### config.mk
export PLATFORM = sky130hd
export DESIGN_NAME = cpu_cycle_sched
export DESIGN_NICKNAME = d
export VERILOG_FILES = /design/src/rtl/cpu_cycle_sched.sv
export SDC_FILE = /design/constraint.sdc
export NUM_CORES = 1
export LEC_CHECK = 0
export ABC_CLOCK_PERIOD_IN_PS = 2000
export CAP_MARGIN = 20
export CORE_ASPECT_RATIO = 1.25
export CORE_MARGIN = 4
export CORE_UTILIZATION = 51
export DETAILED_ROUTE_END_ITERATION = 16
export HOLD_SLACK_MARGIN = 0.08
export PLACE_DENSITY = 0.77
export SYNTH_ARGS = -nofsm -noshare
export SYNTH_HDL_FRONTEND = slang
export SYNTH_SLANG_ARGS = --single-unit
### constraint.sdc
create_clock -name hsclk -period 2 [get_ports hsclk]
set_clock_uncertainty 0.15 [all_clocks]
set_input_delay 0.4 -clock hsclk [delete_from_list [all_inputs] [get_ports hsclk]]
set_output_delay 0.4 -clock hsclk [all_outputs]
set_load 0.02 [all_outputs]
### src/rtl/cpu_cycle_sched.sv
// 65816 CPU cycle scheduler: fast local-SRAM cycles or host-bus cycles aligned to host phi0.
// Define HOST_RDY_EN to let host RDY stretch host cycles (default build ignores host_rdy).
`timescale 1ns/1ps

module cpu_cycle_sched #(
  parameter int FAST_LO = 2,
  parameter int FAST_HI = 2
) (
  input  logic hsclk,
  input  logic rst,
  input  logic host_phi0,
  input  logic host_rdy,
  input  logic cpu_vda,
  input  logic cpu_vpa,
  input  logic cpu_rnw,
  input  logic req_host,
  input  logic fast_en,
  output logic cpu_phi2,
  output logic ram_ceb,
  output logic ram_oeb,
  output logic ram_web,
  output logic host_sel,
  output logic host_dlatch
);

  typedef enum logic [2:0] {
    IDLE, LO, HI, WAIT_P1, WAIT_P2, HOST_HI, HOST_END
  } state_t;

  localparam logic [2:0] LO_LOAD = 3'(FAST_LO - 1);
  localparam logic [2:0] HI_LOAD = 3'(FAST_HI - 1);

  state_t     state;
  logic [2:0] cnt;

  logic phi0_m, phi0_s, phi0_q;
  logic phi0_rise, phi0_fall;
  logic valid;

  assign phi0_rise = phi0_s & ~phi0_q;
  assign phi0_fall = ~phi0_s & phi0_q;
  assign valid     = cpu_vda | cpu_vpa;

  // NOTE: reset is synchronous here, so it lives inside the clocked branch rather than the sensitivity list.
  always_ff @(posedge hsclk) begin
    if (rst) begin
      phi0_m <= 1'b0;
      phi0_s <= 1'b0;
      phi0_q <= 1'b0;
    end else begin
      phi0_m <= host_phi0;
      phi0_s <= phi0_m;
      phi0_q <= phi0_s;
    end
  end

`ifdef HOST_RDY_EN
  logic rdy_m, rdy_s;

  always_ff @(posedge hsclk) begin
    if (rst) begin
      rdy_m <= 1'b0;
      rdy_s <= 1'b0;
    end else begin
      rdy_m <= host_rdy;
      rdy_s <= rdy_m;
    end
  end
`else
  logic unused_rdy;
  assign unused_rdy = host_rdy;
`endif

  // Outputs are registered with the state: each transition sets what the next state drives.
  always_ff @(posedge hsclk) begin
    if (rst) begin
      state       <= IDLE;
      cnt         <= '0;
      cpu_phi2    <= 1'b0;
      ram_ceb     <= 1'b1;
      ram_oeb     <= 1'b1;
      ram_web     <= 1'b1;
      host_sel    <= 1'b0;
      host_dlatch <= 1'b0;
    end else begin
      // NOTE: non-blocking default followed by a later override in the case gives a clean one-cycle pulse.
      host_dlatch <= 1'b0;
      unique case (state)
        IDLE: begin
          if (phi0_fall) begin
            state <= LO;
            cnt   <= LO_LOAD;
          end
        end
        LO: begin
          if (cnt != 3'd0) begin
            cnt <= cnt - 3'd1;
          end else if (fast_en && !req_host) begin
            state    <= HI;
            cnt      <= HI_LOAD;
            cpu_phi2 <= 1'b1;
            ram_ceb  <= ~valid;
            ram_oeb  <= ~(valid & cpu_rnw);
            ram_web  <= ~(valid & ~cpu_rnw);
          end else begin
            state    <= WAIT_P1;
            cnt      <= '0;
            host_sel <= 1'b1;
          end
        end
        HI: begin
          if (cnt != 3'd0) begin
            cnt <= cnt - 3'd1;
            // Release the write strobe one cycle early so data is held past its rising edge.
            if (cnt == 3'd1) ram_web <= 1'b1;
          end else begin
            state    <= LO;
            cnt      <= LO_LOAD;
            cpu_phi2 <= 1'b0;
            ram_ceb  <= 1'b1;
            ram_oeb  <= 1'b1;
            ram_web  <= 1'b1;
          end
        end
        WAIT_P1: begin
          if (!phi0_s) begin
            state <= WAIT_P2;
            cnt   <= '0;
          end
        end
        WAIT_P2: begin
          // cpu_phi2 is left as-is: low on first entry, held high when RDY stretched the cycle.
          if (phi0_rise) begin
            state    <= HOST_HI;
            cnt      <= '0;
            cpu_phi2 <= 1'b1;
          end
        end
        HOST_HI: begin
          if (phi0_fall) begin
            cnt <= '0;
`ifdef HOST_RDY_EN
            if (!rdy_s) begin
              state <= WAIT_P2;
            end else begin
              state       <= HOST_END;
              host_dlatch <= 1'b1;
            end
`else
            state       <= HOST_END;
            host_dlatch <= 1'b1;
`endif
          end
        end
        HOST_END: begin
          state    <= LO;
          cnt      <= LO_LOAD;
          cpu_phi2 <= 1'b0;
          host_sel <= 1'b0;
        end
        default: begin
          state <= IDLE;
          cnt   <= '0;
        end
      endcase
    end
  end

endmodule
**Word level (Yosys, flattened, before mapping)**

Index checks and enable logic that the tools add are counted.

- Bits of input ports: 9
- Bits in registers: 15
- Output and inout port bits: 6
- Word-level logic and storage cells: 90

- Add/subtract/negate cells: 1
- Muxes and demuxes: 36
- Bitwise gates (word level): 12
- Reductions and logical operators: 14
- Equal/unequal tests: 16

Operators with widths:

| cell | number |
|---|---|
| $pmux W3 S7 | 2 |
| $mux W3 | 11 |
| $mux W1 | 18 |
| $ne A2 B2 Y1 const B | 8 |
| $reduce_and A4 Y1 | 3 |
| $eq A3 B3 Y1 const B | 3 |
| $pmux W1 S2 | 4 |
| $not A1 Y1 | 7 |
| $eq A3 B1 Y1 const B | 2 |
| $eq A3 B2 Y1 const B | 2 |
| $reduce_and A6 Y1 | 1 |
| $reduce_and A5 Y1 | 1 |
| $and A1 B1 Y1 | 4 |
| $pmux W1 S4 | 1 |
| $reduce_bool A2 Y1 | 2 |
| $reduce_bool A4 Y1 | 1 |
| $logic_not A3 Y1 | 1 |
| $ne A3 B3 Y1 const B | 1 |
| $reduce_and A3 Y1 | 1 |
| $reduce_bool A3 Y1 | 1 |
| $sub A3 B1 Y3 const B | 1 |
| $reduce_or A2 Y1 | 1 |
| $logic_and A1 B1 Y1 | 1 |
| $logic_not A1 Y1 | 1 |
| $or A1 B1 Y1 | 1 |

**Depth between registers and ports, before layout**

- Depth after elaboration: 6
- Mapped depth: 5
- Depth with buffers taken out: 4

**Worst setup path after synthesis**

Ideal clock, no wire load.

- Path kind: flip-flop to flip-flop
- From: register state[2]
- To: register state[0]
- Buffers on the path: 1
- Library setup time: 0.123 ns
- Data arrival time: 1.291 ns
- Stages on the path, launching flop included: 6
- Required time: 1.727 ns
- Setup slack: 0.435 ns
- Period minus slack after synthesis: 1.565 ns
- Cells stage by stage: dfxtp_1 buf_6 nand3b_2 a21o_1 a31oi_1 mux2_1

- Word-level cells in the longest chain between the ends: 3
- Elaborated cells on any way between the ends: 15
- Those cells by class: eq/ne (12); mux (1); reduce/logical (2)

Ends and longest elaborated chain:

| what | line | source |
|---|---|---|
| start, declared | 33 | `state_t state;` |
| start signal, assigned | 77 | `state <= IDLE;` |
| start signal, assigned | 91 | `state <= LO;` |
| start signal, assigned | 99 | `state <= HI;` |
| $eq A3 B3 Y1 (tied with other cells) | 88 | `unique case (state)` |
| $ne A2 B2 Y1 (no source line) | -- |  |
| $reduce_and A6 Y1 (no source line) | -- |  |

Parallel ways exist; a longest one is shown, timed or not.
A chain may end at the register's enable or synchronous reset.

**Worst setup path after layout**

- From: register cpu_phi2
- To: output port cpu_phi2

RTL lines:

| what | line | source |
|---|---|---|
| start, declared | 18 | `output logic cpu_phi2,` |
| start signal, assigned | 79 | `cpu_phi2 <= 1'b0;` |
| start signal, assigned | 101 | `cpu_phi2 <= 1'b1;` |
| start signal, assigned | 119 | `cpu_phi2 <= 1'b0;` |

No word-level cell between the ends.

==> metrics.yaml <==
dr.first_iter.drc_count: 15
ys_seq_area_share_pct: 33.7
grt_pass1_wl_um: 3230
root_buffer: "clkbuf_4"
cts_buffer_depth: 2
area.growth.synth_to_final_pct: 18.1
die_w_um: 45.4
slew_viol_final: 0
cts.sinks: 15
synth_area_leaders: "dfxtp_1, a31oi_1, nor2b_1"
final_core_util_pct: 65.7
worst_ep_required_time_ns: 1.45
grt_max_degree: 17
cp_max_fo: 2
synth_top_area_cell: "dfxtp_1"
die_area_um2: 2480
port_buffers: 13
syn-num-nets: 109
routed_wl_um: 1930
track_usage_pct: 18.2
pre_cts_ws_ns: 0.00836
worst_path_largest_cell_delay_ns: 0.61
die_y_um: 54.7
ys_warn_count: 0
yosysUniqueCellTypes: 46
synthesis.area_um2: 891
routed-via-count: 816
globalRouteOverflowTotal: 0
cp_cell_sequence: "clkdlybuf4s50_1"
routedWlPerCell_um: 14.6
ys.flop_type: "dfxtp_1"
fin_crit_ns: 1.80
powerDensity_nw_per_um2: 1010
cts_made_buffers: 3
vias_per_cell: 6.18
io_pins: 15
slew_headroom_pct: 74.6
synthTopCellsByCount: "dfxtp_1, a31oi_1, nand2_1, nor2_1, nor2b_1"
period_share_pct: 90.2
cts_resized: 0
grt_pass1_vias: 743
reg2regPathDepth: 4
worst_pin_slew_ns: 0.381
cts_max_level: 1
placed_area_um2: 1030
seq_area_um2: 300
hold_end: "phi0_s$_SDFF_PP0_"
drv_cap: 0
core_area_um2: 1600
worst_ir_drop_vdd_mv: 0.688
ys_ff_latch: 15
rr_endpoint: "state[0]$_SDFFE_PP0P_"
syn_inst: 100
diodes: 0
critPathSlowestCell: "clkdlybuf4s50_1"
cts_tree: "yes"
cp.arrival_ns: 1.25
path_class: "flop to output pin"
whs_ns: 0.302
first_pass_iters: 4
power_frac_comb_pct: 44.1
critPathTopFamily: "buffers and inverters"
path_buf_inv: 1
synth_most_common_cell: "dfxtp_1"
ant_nets: 0
drive_above_1_share_pct: 14.0
worstHoldPathType: "flop to flop"
hp-start: "phi0_m$_SDFF_PP0_"
fin_area_um2: 1050
ff2ff_setup_slack_ns: 0.27
synthArstFlopShare_pct: 0
timing.rr.start: "state[0]$_SDFFE_PP0P_"
hpwlAfterDp_um: 1420
postCtsHoldBufs: 0
startpoint_type: "flop"
nets: 124
fmax_ghz: 0.554
start_util_pct: 55.6
post_cts.repair.setup_buffers: 0
hold_viol_final: 0
fillers: 134
pwr-share-clk_pct: 16.7
rows: 16
antenna_found_initial: 0
syn_avg_cell_area_um2: 8.91
clock_latency_ns: 0.29
cts.clk_slew.worst_paths_ns: 0.09
fin_tns_setup_ns: 0
p_seq_share_pct: 39.3
hold-path-cell-count: 1
finalSetupViolations: 0
power.share.switching_pct: 39.0
status: "finished clean"
multi_input_area_um2: 528
drc: 0
rsz0062_at_grt: "no"
p_int_mw: 0.651
cp-end-kind: "output pin"
power.switching_mw: 0.416
synth_edf_count: 0
worst_slack_ns: 0.196
synth_top_area_share_pct: 33.7
p_leak_nw: 0.366
gp_congestion: 0.830
## placed cells by master, fill, tap and decap left out, drive strengths merged, types with 2 or more instances in the layout
| cell | n |
|---|---|
| a21o | 2 |
| a21oi | 6 |
| a31oi | 6 |
| buf | 4 |
| clkbuf | 4 |
| clkdlybuf4s50 | 13 |
| dfxtp | 15 |
| inv | 4 |
| mux2i | 2 |
| nand2 | 6 |
| nand2b | 4 |
| nand3b | 2 |
| nand4 | 2 |
| nor2 | 6 |
| nor2b | 6 |
| nor3 | 4 |
| nor3b | 2 |
| o21ai | 5 |
| o22ai | 2 |
## worst register-to-register path, delay by kind of cell, from the launching register on
kind / cells / cell delay, ns
flip-flops: 1 / 0.53
multiplexers: 1 / 0.34
AND/OR/NAND/NOR: 1 / 0.33
AO/OA/AOI/OAI: 2 / 0.28
## registers in the layout, indices dropped and copies added, names as in the netlist
register / count
phi0_q: 1
host_sel: 1
phi0_s: 1
cpu_phi2: 1
ram_web: 1
cnt: 3
host_dlatch: 1
ram_oeb: 1
phi0_m: 1
ram_ceb: 1
state: 3
## power by group through the flow
| stage | registers, mW | clock network [mW] | logic, mW |
|---|---|---|---|
| 3_3_place_gp | 0.420 | 0 | 0.460 |
| 6_report | 0.419 | 0.178 | 0.470 |
| 5_1_grt | 0.428 | 0.196 | 0.519 |
| 2_1_floorplan | 0.403 | 0 | 0.379 |
| 3_5_place_dp | 0.422 | 0 | 0.469 |
| 4_1_cts | 0.417 | 0.182 | 0.471 |
## per-stage QoR
step	total power [mW]	cells
floorplan	0.782	100
global placement	0.880	128
detailed placement	0.890	128
CTS	1.07	132
global route	1.14	132
finish	1.07	132
## final cells by class
cell class	count	share of cell area, %
tap	18	2.14
timing repair buffer	17	15.2
clock buffer	4	2.50
sequential	15	28.5
inverter	4	1.43
multi-input combinational	74	50.2
## metal layers
metal / routed length [um] / track usage, %
met5: 0 / 0
met4: 53 / 12.7
met3: 97 / 1.97
met2: 976 / 30.9
met1: 804 / 20.9
## kinds of logic (layout without fill, tap and decap cells)
family / Yosys count / count (layout) / share of synthesized area (%)
and+or+nand+nor: 41 / 41 / 30.1
buffers and inverters: 11 / 25 / 7.02
xor gates and xnor gates: 1 / 1 / 1.83
muxes: 3 / 3 / 3.51
DFF: 15 / 15 / 33.7
AOI/OAI and AO/OA: 29 / 29 / 23.9
## worst max-delay path by stage
stage	from	end	slack, ns	cells past startpoint
6_report	cpu_phi2$_SDFFE_PP0P_	cpu_phi2	0.20	1
5_1_grt	cpu_phi2$_SDFFE_PP0P_	cpu_phi2	0.15	1
4_1_cts	ram_oeb$_SDFFE_PP1P_	ram_oeb	0.19	1
3_5_place_dp	req_host	ram_web$_SDFFE_PP1P_	0.008	5
3_3_place_gp	req_host	ram_web$_SDFFE_PP1P_	0.06	5
2_1_floorplan	state[2]$_SDFFE_PP0P_	state[0]$_SDFFE_PP0P_	0.44	5
(Power assumes the default switching activity.)
